<file path="config.mk">
export PLATFORM = sky130hd
export DESIGN_NAME = maze_player_ctrl
export DESIGN_NICKNAME = d
export VERILOG_FILES = /design/src/rtl/maze_player_ctrl.sv
export SDC_FILE = /design/constraint.sdc
export NUM_CORES = 1
export LEC_CHECK = 0
export BUFFER_PORTS_ARGS = -buffer_cell sky130_fd_sc_hd__buf_2
export CORE_AREA = 5 5 137 139
export DETAILED_ROUTE_END_ITERATION = 8
export DIE_AREA = 0 0 142 144
export PLACE_DENSITY = 0.84
export SLEW_MARGIN = 10
export SYNTH_ARGS = -nofsm -noshare
export SYNTH_HDL_FRONTEND = slang
export SYNTH_SLANG_ARGS = --single-unit
</file>
<file path="constraint.sdc">
create_clock -name clk -period 13.05 [get_ports clk]
set_input_delay 1.305 -clock clk [delete_from_list [all_inputs] [get_ports clk]]
set_output_delay 1.305 -clock clk [all_outputs]
set_load 0.02 [all_outputs]
</file>
<file path="src/rtl/maze_player_ctrl.sv">
// maze_player_ctrl: moves a player token through the wall map produced by
// maze_generator. Handles button priority, hold-to-repeat, wall/bound checks,
// move counting and goal detection. All outputs are registered.
module maze_player_ctrl #(
  parameter int COLS          = 10,
  parameter int ROWS          = 15,
  parameter int GOAL_X        = 9,
  parameter int GOAL_Y        = 14,
  parameter int REPEAT_DELAY  = 8,
  parameter int REPEAT_PERIOD = 4
) (
  input  logic                         clk,
  input  logic                         rst,
  input  logic                         maze_ready,
  input  logic [COLS*(ROWS+1)-1:0]     h_walls,
  input  logic [ROWS*(COLS+1)-1:0]     v_walls,
  input  logic                         btn_up,
  input  logic                         btn_down,
  input  logic                         btn_left,
  input  logic                         btn_right,
  output logic [3:0]                   pos_x,
  output logic [3:0]                   pos_y,
  output logic [15:0]                  moves,
  output logic                         bump,
  output logic                         win
);

  localparam int HW_W = COLS * (ROWS + 1);
  localparam int VW_W = ROWS * (COLS + 1);
  localparam int HI_W = $clog2(HW_W);
  localparam int VI_W = $clog2(VW_W);
  // hold_cnt never exceeds REPEAT_DELAY-1, so clog2(REPEAT_DELAY) bits suffice
  localparam int HC_W = $clog2(REPEAT_DELAY);

  localparam logic [HC_W-1:0] LP_HOLD_LAST   = HC_W'(REPEAT_DELAY - 1);
  localparam logic [HC_W-1:0] LP_HOLD_RELOAD = HC_W'(REPEAT_DELAY - REPEAT_PERIOD);
  localparam logic [3:0]      LP_LAST_X      = 4'(COLS - 1);
  localparam logic [3:0]      LP_LAST_Y      = 4'(ROWS - 1);
  localparam logic [3:0]      LP_GOAL_X      = 4'(GOAL_X);
  localparam logic [3:0]      LP_GOAL_Y      = 4'(GOAL_Y);

  typedef enum logic [2:0] {
    DIR_NONE  = 3'd0,
    DIR_UP    = 3'd1,
    DIR_DOWN  = 3'd2,
    DIR_LEFT  = 3'd3,
    DIR_RIGHT = 3'd4
  } dir_t;

  typedef enum logic [1:0] {
    ST_WAIT = 2'd0,
    ST_PLAY = 2'd1,
    ST_WIN  = 2'd2
  } state_t;

  state_t            r_state;
  dir_t              r_prev_dir;
  logic [HC_W-1:0]   r_hold_cnt;
  logic [3:0]        r_pos_x;
  logic [3:0]        r_pos_y;
  logic [15:0]       r_moves;
  logic              r_bump;
  logic              r_win;

  dir_t              w_dir;
  logic              w_req;
  logic [HC_W-1:0]   w_hold_nxt;
  logic [HI_W-1:0]   w_h_idx_up;
  logic [HI_W-1:0]   w_h_idx_down;
  logic [VI_W-1:0]   w_v_idx_left;
  logic [VI_W-1:0]   w_v_idx_right;
  logic              w_blocked;
  logic [3:0]        w_nx;
  logic [3:0]        w_ny;
  state_t            w_state_nxt;
  logic [3:0]        w_pos_x_nxt;
  logic [3:0]        w_pos_y_nxt;
  logic [15:0]       w_moves_nxt;
  logic              w_bump_nxt;
  logic              w_win_nxt;

  // Fixed-priority direction decode: up > down > left > right
  always_comb begin
    w_dir = DIR_NONE;
    if (btn_up) begin
      w_dir = DIR_UP;
    end else if (btn_down) begin
      w_dir = DIR_DOWN;
    end else if (btn_left) begin
      w_dir = DIR_LEFT;
    end else if (btn_right) begin
      w_dir = DIR_RIGHT;
    end else begin
      w_dir = DIR_NONE;
    end
  end

  // Move request generation: fresh press, or auto-repeat once the hold counter expires
  always_comb begin
    w_req      = 1'b0;
    w_hold_nxt = r_hold_cnt;
    if (w_dir != DIR_NONE && w_dir != r_prev_dir) begin
      w_req      = 1'b1;
      w_hold_nxt = '0;
    end else if (w_dir != DIR_NONE && r_hold_cnt == LP_HOLD_LAST) begin
      w_req      = 1'b1;
      w_hold_nxt = LP_HOLD_RELOAD;
    end else if (w_dir != DIR_NONE) begin
      w_hold_nxt = r_hold_cnt + 1'b1;
    end else begin
      w_hold_nxt = '0;
    end
  end

  // Wall bit indices around the current cell (always in range for a legal position)
  always_comb begin
    w_h_idx_up    = HI_W'(int'(r_pos_y) * COLS + int'(r_pos_x));
    w_h_idx_down  = HI_W'((int'(r_pos_y) + 1) * COLS + int'(r_pos_x));
    w_v_idx_left  = VI_W'(int'(r_pos_y) * (COLS + 1) + int'(r_pos_x));
    w_v_idx_right = VI_W'(int'(r_pos_y) * (COLS + 1) + int'(r_pos_x) + 1);
  end

  // Candidate position and blocked test for the active direction (walls used live)
  always_comb begin
    w_blocked = 1'b1;
    w_nx      = r_pos_x;
    w_ny      = r_pos_y;
    case (w_dir)
      DIR_UP: begin
        w_blocked = (r_pos_y == 4'd0) || h_walls[w_h_idx_up];
        w_ny      = r_pos_y - 4'd1;
      end
      DIR_DOWN: begin
        w_blocked = (r_pos_y == LP_LAST_Y) || h_walls[w_h_idx_down];
        w_ny      = r_pos_y + 4'd1;
      end
      DIR_LEFT: begin
        w_blocked = (r_pos_x == 4'd0) || v_walls[w_v_idx_left];
        w_nx      = r_pos_x - 4'd1;
      end
      DIR_RIGHT: begin
        w_blocked = (r_pos_x == LP_LAST_X) || v_walls[w_v_idx_right];
        w_nx      = r_pos_x + 4'd1;
      end
      default: begin
        w_blocked = 1'b1;
      end
    endcase
  end

  // Game FSM next-state and next-output logic
  always_comb begin
    w_state_nxt = r_state;
    w_pos_x_nxt = r_pos_x;
    w_pos_y_nxt = r_pos_y;
    w_moves_nxt = r_moves;
    w_bump_nxt  = 1'b0;
    w_win_nxt   = r_win;
    case (r_state)
      ST_WAIT: begin
        w_pos_x_nxt = 4'd0;
        w_pos_y_nxt = 4'd0;
        w_moves_nxt = 16'd0;
        w_win_nxt   = 1'b0;
        if (maze_ready) begin
          w_state_nxt = ST_PLAY;
        end else begin
          w_state_nxt = ST_WAIT;
        end
      end
      ST_PLAY: begin
        if (!maze_ready) begin
          w_state_nxt = ST_WAIT;
          w_pos_x_nxt = 4'd0;
          w_pos_y_nxt = 4'd0;
          w_moves_nxt = 16'd0;
          w_win_nxt   = 1'b0;
        end else if (w_req && w_blocked) begin
          w_bump_nxt = 1'b1;
        end else if (w_req) begin
          w_pos_x_nxt = w_nx;
          w_pos_y_nxt = w_ny;
          if (r_moves != 16'hFFFF) begin
            w_moves_nxt = r_moves + 16'd1;
          end else begin
            w_moves_nxt = r_moves;
          end
          if (w_nx == LP_GOAL_X && w_ny == LP_GOAL_Y) begin
            w_state_nxt = ST_WIN;
            w_win_nxt   = 1'b1;
          end else begin
            w_state_nxt = ST_PLAY;
          end
        end else begin
          w_state_nxt = ST_PLAY;
        end
      end
      ST_WIN: begin
        if (!maze_ready) begin
          w_state_nxt = ST_WAIT;
          w_pos_x_nxt = 4'd0;
          w_pos_y_nxt = 4'd0;
          w_moves_nxt = 16'd0;
          w_win_nxt   = 1'b0;
        end else begin
          w_state_nxt = ST_WIN;
        end
      end
      default: begin
        w_state_nxt = ST_WAIT;
        w_pos_x_nxt = 4'd0;
        w_pos_y_nxt = 4'd0;
        w_moves_nxt = 16'd0;
        w_win_nxt   = 1'b0;
      end
    endcase
  end

  // State, hold tracking and output registers with synchronous reset
  always_ff @(posedge clk) begin
    if (rst) begin
      r_state    <= ST_WAIT;
      r_prev_dir <= DIR_NONE;
      r_hold_cnt <= '0;
      r_pos_x    <= 4'd0;
      r_pos_y    <= 4'd0;
      r_moves    <= 16'd0;
      r_bump     <= 1'b0;
      r_win      <= 1'b0;
    end else begin
      r_state    <= w_state_nxt;
      r_prev_dir <= w_dir;
      r_hold_cnt <= w_hold_nxt;
      r_pos_x    <= w_pos_x_nxt;
      r_pos_y    <= w_pos_y_nxt;
      r_moves    <= w_moves_nxt;
      r_bump     <= w_bump_nxt;
      r_win      <= w_win_nxt;
    end
  end

  assign pos_x = r_pos_x;
  assign pos_y = r_pos_y;
  assign moves = r_moves;
  assign bump  = r_bump;
  assign win   = r_win;

endmodule

</file>
==> out/summary.txt <==
Status -> completed
Switching pwr -> 139 uW
Cts repair resizes -> 0
Peak supply drop -> 0.0000515 V
Final setup TNS -> 0 ns
FMAX -> 148 MHz
Flop pwr share -> 23.4%
Vias in the first global route -> 9448
Largest area contributor in the netlist -> mux4_2
Mapped Cells -> 873
Final setup violation count -> 0
Comb pwr share -> 43.5%
Post-synth top area share -> 41.8%
Die extent in y -> 144 um
Worst-case reg-to-reg path depth -> 17
Number of synthesized flops with an enable pin -> 0
RSZ-0062 raised after global routing -> no
Initial DRC Count -> 1006
PwrDens -> 41.2 nW/um2
CTS Sinks -> 34
Required @ worst endpoint -> 13.18 ns
Sw frac -> 30.7%
Cell with the most instances after synthesis -> mux4_2
Antenna Violating Nets Remaining -> 0
Multi-input gate area -> 7880 um2
Reg clk slew, reported paths -> 0.06 ns
Root Buffer -> clkbuf_16
Layout Nets -> 1566
Slack of the worst reg-to-reg path -> 6.28 ns
Post-synth ARST share -> 0%
Vias per cell -> 6.70
WL final -> 30.8 mm
Clock power frac -> 33.1%
Top area cells in the synthesized netlist -> mux4_2, dfxtp_1, mux2i_1
Crit-path max FO -> 44
PortBufs -> 357
Sequential fraction of the synthesis area -> 7.66%
Core area -> 17500 um2
First-pass GRT wire length -> 48.1 mm
# H-tree levels -> 2
Worst skew pair latency -> 0.29 ns
Placed cells -> 1407
Initial antenna violation count -> 0
Fill cells -> 1426
Worst Hold End -> r_hold_cnt[0]$_SDFF_PP0_
Min-delay src -> r_hold_cnt[0]$_SDFF_PP0_
Power Internal -> 315 uW
Hold path cells -> 1
Site Rows -> 49
Drt drc -> 0
Non-filler instance count after layout -> 1415
Core Util, Final -> 62.8%
Syn_nets -> 1254
Layout cells sized above 1 -> 48.1%
I/O pins -> 358
CP arrival -> 6.90 ns
Slew Limit Fails -> 0
Tot Pwr -> 454 uW
Starting Density -> 50.7%
Area grow syn2layout -> 24.0%
Drt pass-1 iters -> 5
Final period utilization -> 51.9%
Clock buffer count from CTS -> 5
Global Route Usage Sum -> 29.0%
Total number of vias -> 9485
Critical path class -> reg2reg
Worst Clk Skew -> 0.00616 ns
Least-Margin Pin Slew -> 1.17 ns
RePlAce Congestion -> 0.916
Reg2reg end -> moves[0]$_SDFFE_PP0P_
Antenna cell count -> 0
Clock Path Buffers -> 2
Synth Cell Area -> 8890 um2
Library cells used by synthesis -> 78
LEAKAGE -> 4.55 nW
CP Capture Type -> flop
Number of synthesized register bits -> 34
Hold_buf cts -> 0
CTS tree -> yes
Synth warn -> 0
Total Die Area -> 20400 um2
Most frequent cells after synthesis -> mux4_2, nand2_1, mux2i_1, nor2_1, ha_1
Avg Inst Size Synth -> 10.2 um2
Post-DP HPWL -> 25.4 mm
HP Class -> reg2reg
Max capacitance violation total -> 0
Largest net degree at the start of global routing -> 74
Final hold violations -> 0
Worst relative slew slack -> 21.9%
Main flop type after synthesis -> dfxtp_1
CP startpoint kind -> flop
Launch point of the worst reg-to-reg path -> pos_y[0]$_SDFFE_PP0P_
Avg WL per Cell -> 21.7 um
Setup bufs post-CTS -> 0
Minimum clock period -> 6.77 ns
Flip-flop and latch area -> 684 um2
Die Wd -> 142 um
GRT overflow -> 0
[logic make-up (layout without fill, tap and decap cells)]
kind of cell,count (synthesis),count (layout),synth area share (%)
xor gates and xnor gates,33,33,3.66
buffers and inverters,89,402,4.28
and+or+nand+nor,285,285,15.5
DFF,34,34,7.66
muxes,224,224,48.6
adders and majority gates,49,49,7.66
AOI/OAI and AO/OA,159,159,12.7
[final cells by class]
class	instances	area share (%)
flip-flops and latches	34	6.21
well taps	229	2.60
clock buffers	6	1.36
clock inverters	2	0.352
inverters	23	0.783
multi-input cells	750	71.5
repair buffers	371	17.2
[metal layers]
layer / track usage, % / up-vias / part of all wire [%]
met5: 0 / - / 0
met4: 7.63 / 0 / 2.7
met3: 6.28 / 78 / 9.6
met2: 51.5 / 616 / 51
met1: 36.1 / 4594 / 36
li1: - / 4197 / -
[sequential cells by signal, indices dropped and copies added, names as in the netlist]
name,count
moves,16
pos_x,4
pos_y,4
r_hold_cnt,3
r_prev_dir,3
r_state,2
bump,1
win,1
[placed cells by master (no fill, tap or decap), drive strengths merged, types with 4 or more instances in the layout]
| cell type | netlist | layout |
|---|---|---|
| a211oi | 7 | 7 |
| a311oi | 4 | 4 |
| nand3b | 4 | 4 |
| nor3 | 21 | 21 |
| nor2b | 8 | 8 |
| o31ai | 5 | 5 |
| clkbuf | 30 | 6 |
| a32oi | 10 | 10 |
| mux2i | 51 | 51 |
| nand3 | 33 | 33 |
| and3 | 12 | 12 |
| fa | 9 | 9 |
| nand4 | 16 | 16 |
| a21boi | 4 | 4 |
| a41oi | 4 | 4 |
| inv | 23 | 23 |
| mux2 | 8 | 8 |
| dfxtp | 34 | 34 |
| ha | 40 | 40 |
| xor2 | 12 | 12 |
| a21oi | 31 | 31 |
| nor2 | 44 | 44 |
| nor3b | 5 | 5 |
| nand2 | 113 | 113 |
| a31oi | 18 | 18 |
| or3 | 7 | 7 |
| nand2b | 6 | 6 |
| o211ai | 7 | 7 |
| buf | 36 | 371 |
| xnor2 | 20 | 20 |
| mux4 | 165 | 165 |
| a21o | 7 | 7 |
| o21ai | 23 | 23 |
[worst max-delay path: stages, from the launching register on]
cell      delay (ns)
dfxtp_1         0.61
inv_1           0.20
ha_1            0.39
ha_1            0.30
ha_2            0.31
buf_4           0.61
ha_2            0.40
xor2_4          0.14
buf_4           0.46
mux4_2          0.55
nor2b_1         0.14
a211oi_1        0.25
o311a_1         0.19
nor4b_1         0.05
a311oi_1        0.60
nand3_2         0.36
o21ai_1         0.77
o32ai_1         0.20
[power by group through the flow]
stage	clock network (mW)	logic [mW]	registers (mW)
finish	0.150	0.198	0.106
global route	0.156	0.213	0.107
CTS	0.150	0.196	0.106
detailed placement	0	0.195	0.109
global placement	0	0.190	0.108
floorplan	0	0.110	0.109
[worst max-delay path by stage]
stage | from | to | slack, ns | cells past startpoint
floorplan | pos_y[0]$_SDFFE_PP0P_ | pos_y[2]$_SDFFE_PP0P_ | 7.59 | 17
finish | pos_y[0]$_SDFFE_PP0P_ | moves[0]$_SDFFE_PP0P_ | 6.28 | 17
global placement | pos_y[0]$_SDFFE_PP0P_ | moves[0]$_SDFFE_PP0P_ | 6.41 | 17
global route | pos_y[0]$_SDFFE_PP0P_ | moves[0]$_SDFFE_PP0P_ | 5.75 | 17
detailed placement | pos_y[0]$_SDFFE_PP0P_ | moves[0]$_SDFFE_PP0P_ | 6.24 | 17
CTS | pos_y[0]$_SDFFE_PP0P_ | moves[0]$_SDFFE_PP0P_ | 6.24 | 17
[per-stage QoR]
step | worst slack (ns) | cell area (um2) | hold slack, ns
5_1_grt | 5.75 | 11000 | 0.469
2_1_floorplan | 7.59 | 8890 | 0.407
4_1_cts | 6.24 | 11000 | 0.442
3_5_place_dp | 6.24 | 10800 | 0.434
6_report | 6.28 | 11000 | 0.434
3_3_place_gp | 6.41 | 10800 | 0.419
Power figures use the tool's default switching activity.
